**config.mk**
```make
export PLATFORM = sky130hd
export DESIGN_NAME = piso_tx
export DESIGN_NICKNAME = d
export VERILOG_FILES = /design/src/rtl/piso_pkg.sv /design/src/rtl/piso_bit_cnt.sv /design/src/rtl/piso_tx.sv
export SDC_FILE = /design/constraint.sdc
export NUM_CORES = 1
export LEC_CHECK = 0
export ABC_AREA = 0
export CAP_MARGIN = 10
export CORE_MARGIN = 8
export CORE_UTILIZATION = 42
export CTS_BUF_LIST = sky130_fd_sc_hd__clkbuf_8 sky130_fd_sc_hd__clkbuf_16
export CTS_CLUSTER_DIAMETER = 100
export DETAILED_ROUTE_END_ITERATION = 10
export PLACE_DENSITY = 0.7
export RECOVER_POWER = 50
export SLEW_MARGIN = 10
export SYNTH_ARGS = -nofsm -noshare
export SYNTH_HDL_FRONTEND = slang
export SYNTH_SLANG_ARGS = --single-unit
export TNS_END_PERCENT = 5
```
**constraint.sdc**
```tcl
create_clock -name clk -period 1.6 [get_ports clk]
set_clock_uncertainty 0.05 [all_clocks]
set_input_delay 0.32 -clock clk [delete_from_list [all_inputs] [get_ports clk]]
set_output_delay 0.32 -clock clk [all_outputs]
set_load 0.02 [all_outputs]
```
**src/rtl/piso_pkg.sv**
```systemverilog
// Shared types and frame-geometry helpers for the piso_tx serial transmitter.
// Optional parity bit is enabled by defining PISO_TX_PARITY_EN.
package piso_pkg;

  typedef enum logic [1:0] {
    IDLE   = 2'd0,
    SHIFT  = 2'd1,
    PARITY = 2'd2
  } state_t;

`ifdef PISO_TX_PARITY_EN
  localparam bit PARITY_EN = 1'b1;
`else
  localparam bit PARITY_EN = 1'b0;
`endif

  function automatic int flen(input int width);
    return PARITY_EN ? width + 1 : width;
  endfunction

  // Never below one bit so a bad WIDTH reaches the explicit elaboration check.
  function automatic int cnt_w(input int width);
    return (flen(width) > 2) ? $clog2(flen(width)) : 1;
  endfunction

endpackage

```
**src/rtl/piso_bit_cnt.sv**
```systemverilog
// Frame bit counter: clear on accept, saturating increment, last-bit flags.
// Exposes the last data-bit flag only when PISO_TX_PARITY_EN is defined.
module piso_bit_cnt #(
  parameter int FLEN = 4,
  parameter int CW   = 2
) (
  input  logic clk,
  input  logic rst_n,
  input  logic clr,
  input  logic inc,
`ifdef PISO_TX_PARITY_EN
  output logic data_last,
`endif
  output logic is_last,
  output logic last_next
);

  localparam logic [CW-1:0] LAST = CW'(FLEN - 1);

  logic [CW-1:0] cnt;
  logic [CW-1:0] cnt_d;

  always_comb begin
    cnt_d = cnt;
    if (clr) begin
      cnt_d = '0;
    end else if (inc && !is_last) begin
      cnt_d = cnt + CW'(1);
    end
  end

  always_ff @(posedge clk or negedge rst_n) begin
    if (!rst_n) begin
      cnt <= '0;
    end else begin
      cnt <= cnt_d;
    end
  end

  assign is_last   = (cnt == LAST);
  assign last_next = (cnt_d == LAST);

`ifdef PISO_TX_PARITY_EN
  assign data_last = (cnt == CW'(FLEN - 2));
`endif

endmodule

```
**src/rtl/piso_tx.sv**
```systemverilog
// Parallel-in serial-out transmitter with valid/ready load and frame flags.
// Define PISO_TX_PARITY_EN to append an even-parity bit to every frame.
module piso_tx
  import piso_pkg::*;
#(
  parameter int WIDTH     = 4,
  parameter bit MSB_FIRST = 1'b0
) (
  input  logic             clk,
  input  logic             rst_n,
  input  logic [WIDTH-1:0] din,
  input  logic             load_valid,
  output logic             load_ready,
  output logic             sout,
  output logic             sout_valid,
  output logic             frame_start,
  output logic             frame_last
);

  localparam int FLEN = flen(WIDTH);
  localparam int CW   = cnt_w(WIDTH);

  if (WIDTH < 2) begin : g_width_check
    $error("piso_tx: WIDTH must be at least 2");
  end

  state_t           state;
  state_t           state_d;
  logic [WIDTH-1:0] shreg;
  logic             accept;
  logic             cnt_clr;
  logic             cnt_inc;
  logic             adv;
  logic             is_last;
  logic             last_next;
`ifdef PISO_TX_PARITY_EN
  logic             data_last;
  logic             to_par;
  logic             par;
`endif

  function automatic logic first_bit(input logic [WIDTH-1:0] w);
    return MSB_FIRST ? w[WIDTH-1] : w[0];
  endfunction

  function automatic logic next_bit(input logic [WIDTH-1:0] w);
    return MSB_FIRST ? w[WIDTH-2] : w[1];
  endfunction

  function automatic logic [WIDTH-1:0] shift_word(input logic [WIDTH-1:0] w);
    return MSB_FIRST ? {w[WIDTH-2:0], 1'b0} : {1'b0, w[WIDTH-1:1]};
  endfunction

  piso_bit_cnt #(
    .FLEN(FLEN),
    .CW  (CW)
  ) u_cnt (
    .clk      (clk),
    .rst_n    (rst_n),
    .clr      (cnt_clr),
    .inc      (cnt_inc),
`ifdef PISO_TX_PARITY_EN
    .data_last(data_last),
`endif
    .is_last  (is_last),
    .last_next(last_next)
  );

  // Ready in IDLE and on the final frame bit, which enables gapless frames.
  assign load_ready = (state == IDLE) || is_last;
  assign accept     = load_valid && load_ready;

  always_comb begin
    state_d = state;
    cnt_clr = 1'b0;
    cnt_inc = 1'b0;
    adv     = 1'b0;
`ifdef PISO_TX_PARITY_EN
    to_par  = 1'b0;
`endif
    unique case (state)
      IDLE: begin
        if (accept) begin
          state_d = SHIFT;
          cnt_clr = 1'b1;
        end
      end
      SHIFT, PARITY: begin
        if (is_last) begin
          cnt_clr = 1'b1;
          state_d = accept ? SHIFT : IDLE;
        end else begin
          cnt_inc = 1'b1;
`ifdef PISO_TX_PARITY_EN
          if (data_last) begin
            state_d = PARITY;
            to_par  = 1'b1;
          end else begin
            adv = 1'b1;
          end
`else
          adv = 1'b1;
`endif
        end
      end
      default: begin
        state_d = IDLE;
        cnt_clr = 1'b1;
      end
    endcase
  end

  always_ff @(posedge clk or negedge rst_n) begin
    if (!rst_n) begin
      state       <= IDLE;
      shreg       <= '0;
      sout        <= 1'b0;
      sout_valid  <= 1'b0;
      frame_start <= 1'b0;
      frame_last  <= 1'b0;
`ifdef PISO_TX_PARITY_EN
      par         <= 1'b0;
`endif
    end else begin
      state       <= state_d;
      sout_valid  <= (state_d != IDLE);
      frame_start <= accept;
      frame_last  <= (state_d != IDLE) && last_next;
      if (accept) begin
        shreg <= din;
        sout  <= first_bit(din);
`ifdef PISO_TX_PARITY_EN
        par   <= ^din;
`endif
      end else if (adv) begin
        shreg <= shift_word(shreg);
        sout  <= next_bit(shreg);
`ifdef PISO_TX_PARITY_EN
      end else if (to_par) begin
        sout  <= par;
`endif
      end else if (state_d == IDLE) begin
        sout  <= 1'b0;
      end
    end
  end

endmodule

```
==> impl_summary.txt <==
----------------------------------------------------
[Run status]
  Status ... finished, violations left
  Violated checks ... setup timing

[Flow run]
  Maximum capacitance violations ... 0

[Global routing]
  Total gr overflow ... 0
  Maximum number of pins on one net before global-route repair ... 12
  Global-route wire length before repair ... 2.48 mm
  Aggregate global-route resource usage ... 12.3%
  Antenna violations before repair ... 0
  Number of global-route vias before repair ... 566

[Final layout]
  Final #Nets ... 99
  Most frequent standard cell in the layout excluding fill and tap cells ... buf_4
  Area growth from synthesis to layout ... 57.4%
  Fraction of layout instances using a drive strength above 1 ... 38.6%
  Number of antenna diodes ... 0
  Top library cells by usage in the layout, fill and taps aside ... buf_4 (17), nand2_1 (11), dfrtp_1 (11)
  Post-route insts no fill ... 103
  Fillers ... 108

[Critical path]
  Data required time at the worst endpoint ... 1.67 ns
  Ordered cell list for the critical path ... ha_4 > or2_4 > nand2_4 > inv_4 > nor3_2 > o221ai_1 > mux2_1
  Crit end category ... flip-flop
  Setup CP Type ... flip-flop to flip-flop
  Data arrival time at the worst-slack endpoint ... 1.75 ns
  Maximum fanout count along the critical path ... 5
  Critical-path cell with the highest stage delay ... dfrtp_1
  Startpoint type of the worst setup path ... flip-flop
  CP peak stage delay ... 0.41 ns

[Routing]
  Post-detailed-routing wire length ... 1.44 mm
  Vias after detailed routing ... 508
  Antenna-violating nets left ... 0
  Remaining design rule violation count ... 0
  Detailed-route vias per instance ... 4.93
  Number of detailed-route iterations in the first pass ... 4
  First DRT Iteration DRCs ... 9
  Routed len/inst ... 14.0 um

[Synthesis]
  Mean instance size in the synthesized netlist ... 10.2 sq um
  Area of the mapped netlist ... 573 sq um
  Sequential fraction of the synthesis area ... 48.0%
  Synth Register Bits ... 11
  Post-synthesis cell type count ... 27
  Number of warnings issued by yosys ... 0
  Post-synthesis cell count ... 56
  Net Count, Synth ... 66

[STA]
  Setup slack of the critical path after layout ... -0.0876 ns
  Setup repair after global routing missed its margin ... yes
  Pin slew with the least headroom to its limit ... 0.502 ns
  Fmax ... 0.593 GHz
  Tcrit/Tclk final ... 105%
  Final Hold Fails ... 0
  Final setup viols ... 4
  Relative max-transition margin ... 66.4%
  Count of final max-slew check failures ... 0
  Tmin final ... 1.69 ns

[Placed design]
  Detailed placer's ending HPWL ... 1.12 mm
  Port buffer count ... 11
  # placed instances ... 97
  GP Congestion ... 0.768
  Pre-CTS setup slack ... -0.197 ns

[Floorplan]
  Starting density of the core ... 44.6%
  Height of the chip ... 52.9 um
  Die outline area ... 2800 sq um
  Die Width ... 52.9 um
  Count of boundary I/O pins ... 12
  Cell row count ... 13
  Core outline area ... 1280 sq um

[Clocking]
  Clock transition at the registers of the reported paths ... 0.05 ns
  Cell chosen for the clock root ... clkbuf_8
  Number of buffers created by CTS ... 3
  Maximum root-to-sink buffer count ... 2
  # clock sinks ... 11
  Hold buffer count at cts ... 0
  Clock tree from TritonCTS ... built
  Clock latency of the later-clocked register in the worst-skew pair ... 0.23 ns
  H-tree levels ... 1

[Pwr]
  Maximum vdd drop ... 943 uV
  Leakage component of the power ... 0.439 nW
  Pwr dens ... 1950 nW/um^2

[Min path]
  Worst Hold Class ... input port to asynchronous set/reset pin

----------------------------------------------------
power breakdown:
part / internal [W] / switching [W] / leakage (nW) / total (W)
Clock: 0.000168 / 0.000102 / 0.0269 / 0.000270
Combinational: 0.000550 / 0.000479 / 0.273 / 0.00103
Sequential: 0.000394 / 0.0000626 / 0.139 / 0.000457
Total: 0.00111 / 0.000643 / 0.439 / 0.00176
cells by family (layout without fill, tap and decap cells):
family	count (synthesis)	in the layout	synth area share [%]
compound gates	14	14	17.9
mux	2	2	3.71
fa+ha+maj	3	3	6.55
buf+inv	4	36	3.06
flops	11	11	48.0
simple gates	22	22	20.7
layer usage:
metal / wire [um] / global-route usage [%] / vias to the layer above
met5: 0 / 0 / -
met4: 10 / 6.47 / 0
met3: 49 / 3.64 / 2
met2: 753 / 21.3 / 5
met1: 625 / 13.0 / 241
li1: - / - / 260
synth_stat cells (all sizes together):
master	instances	area share, %
inv	4	3.1
and2b	1	1.7
mux2	1	2.0
a21o	1	1.5
o21a	1	1.3
o21ai	2	1.7
o221ai	1	1.5
ha	3	6.6
a22oi	1	1.3
o211a	1	1.7
nor2	2	1.3
a21boi	1	1.3
nor3	2	2.6
and2	1	1.1
a31oi	2	2.2
mux2i	1	1.7
nand2b	2	2.2
o31a	1	1.7
a21oi	2	1.7
or2	2	2.6
a32o	1	1.7
dfrtp	11	48
nand2	12	9.2
state kept, by name, summed over array words and instances, names as in the netlist:
| name | count |
|---|---|
| state | 2 |
| frame_last | 1 |
| shreg | 3 |
| u_cnt.cnt | 2 |
| sout_valid | 1 |
| sout | 1 |
| frame_start | 1 |
critical path, delay by kind of cell (launching register included):
family          cells  cell delay [ns]
fa+ha+maj           1             0.19
buf+inv             1             0.04
mux                 1             0.33
simple gates        3             0.41
compound gates      1             0.13
flops               1             0.41
layout make-up:
type,instances,area (sq um),area share [%]
sequential,11,275,30.5
clock inverter,1,3.75,0.416
timing repair buffer,28,233,25.8
clock buffer,3,41.3,4.58
multi-input combinational,41,313,34.7
inverter,4,17.5,1.94
tap,15,18.8,2.08
final timing paths:
path	startpoint	depth (start not counted)	slack, ns	end
hold reg to reg	sout$_DFFE_PN0P_	1	0.45	sout$_DFFE_PN0P_
max in group asynchronous	rst_n	1	0.72	frame_last$_DFF_PN0_
setup reg to reg	u_cnt.cnt[1]$_DFF_PN0_	7	-0.09	sout$_DFFE_PN0P_
min in group clk	sout$_DFFE_PN0P_	1	0.45	sout$_DFFE_PN0P_
setup / recovery	u_cnt.cnt[1]$_DFF_PN0_	7	-0.09	sout$_DFFE_PN0P_
hold / removal	rst_n	1	0.44	u_cnt.cnt[1]$_DFF_PN0_
through the flow:
stage	util, %	instance area [sq um]	setup TNS [ns]	power (W)	hold WS, ns
global route	70.2	902	-0.461	0.00191	0.472
global placement	63.6	817	-0.397	0.00140	0.434
floorplan	-	576	-0.139	0.000996	-0.0256
detailed placement	63.6	817	-0.531	0.00144	0.448
CTS	70.0	900	-0.138	0.00176	0.386
finish	70.2	902	-0.133	0.00176	0.441
repair_timing:
| action | in CTS | in global routing |
|---|---|---|
| buffers inserted | 2 | 0 |
| pin swaps | 0 | 3 |
| endpoints found under the setup margin | 4 | 7 |
| resized for setup | 9 | 2 |
No activity file was read; power rests on OpenSTA's default activity.
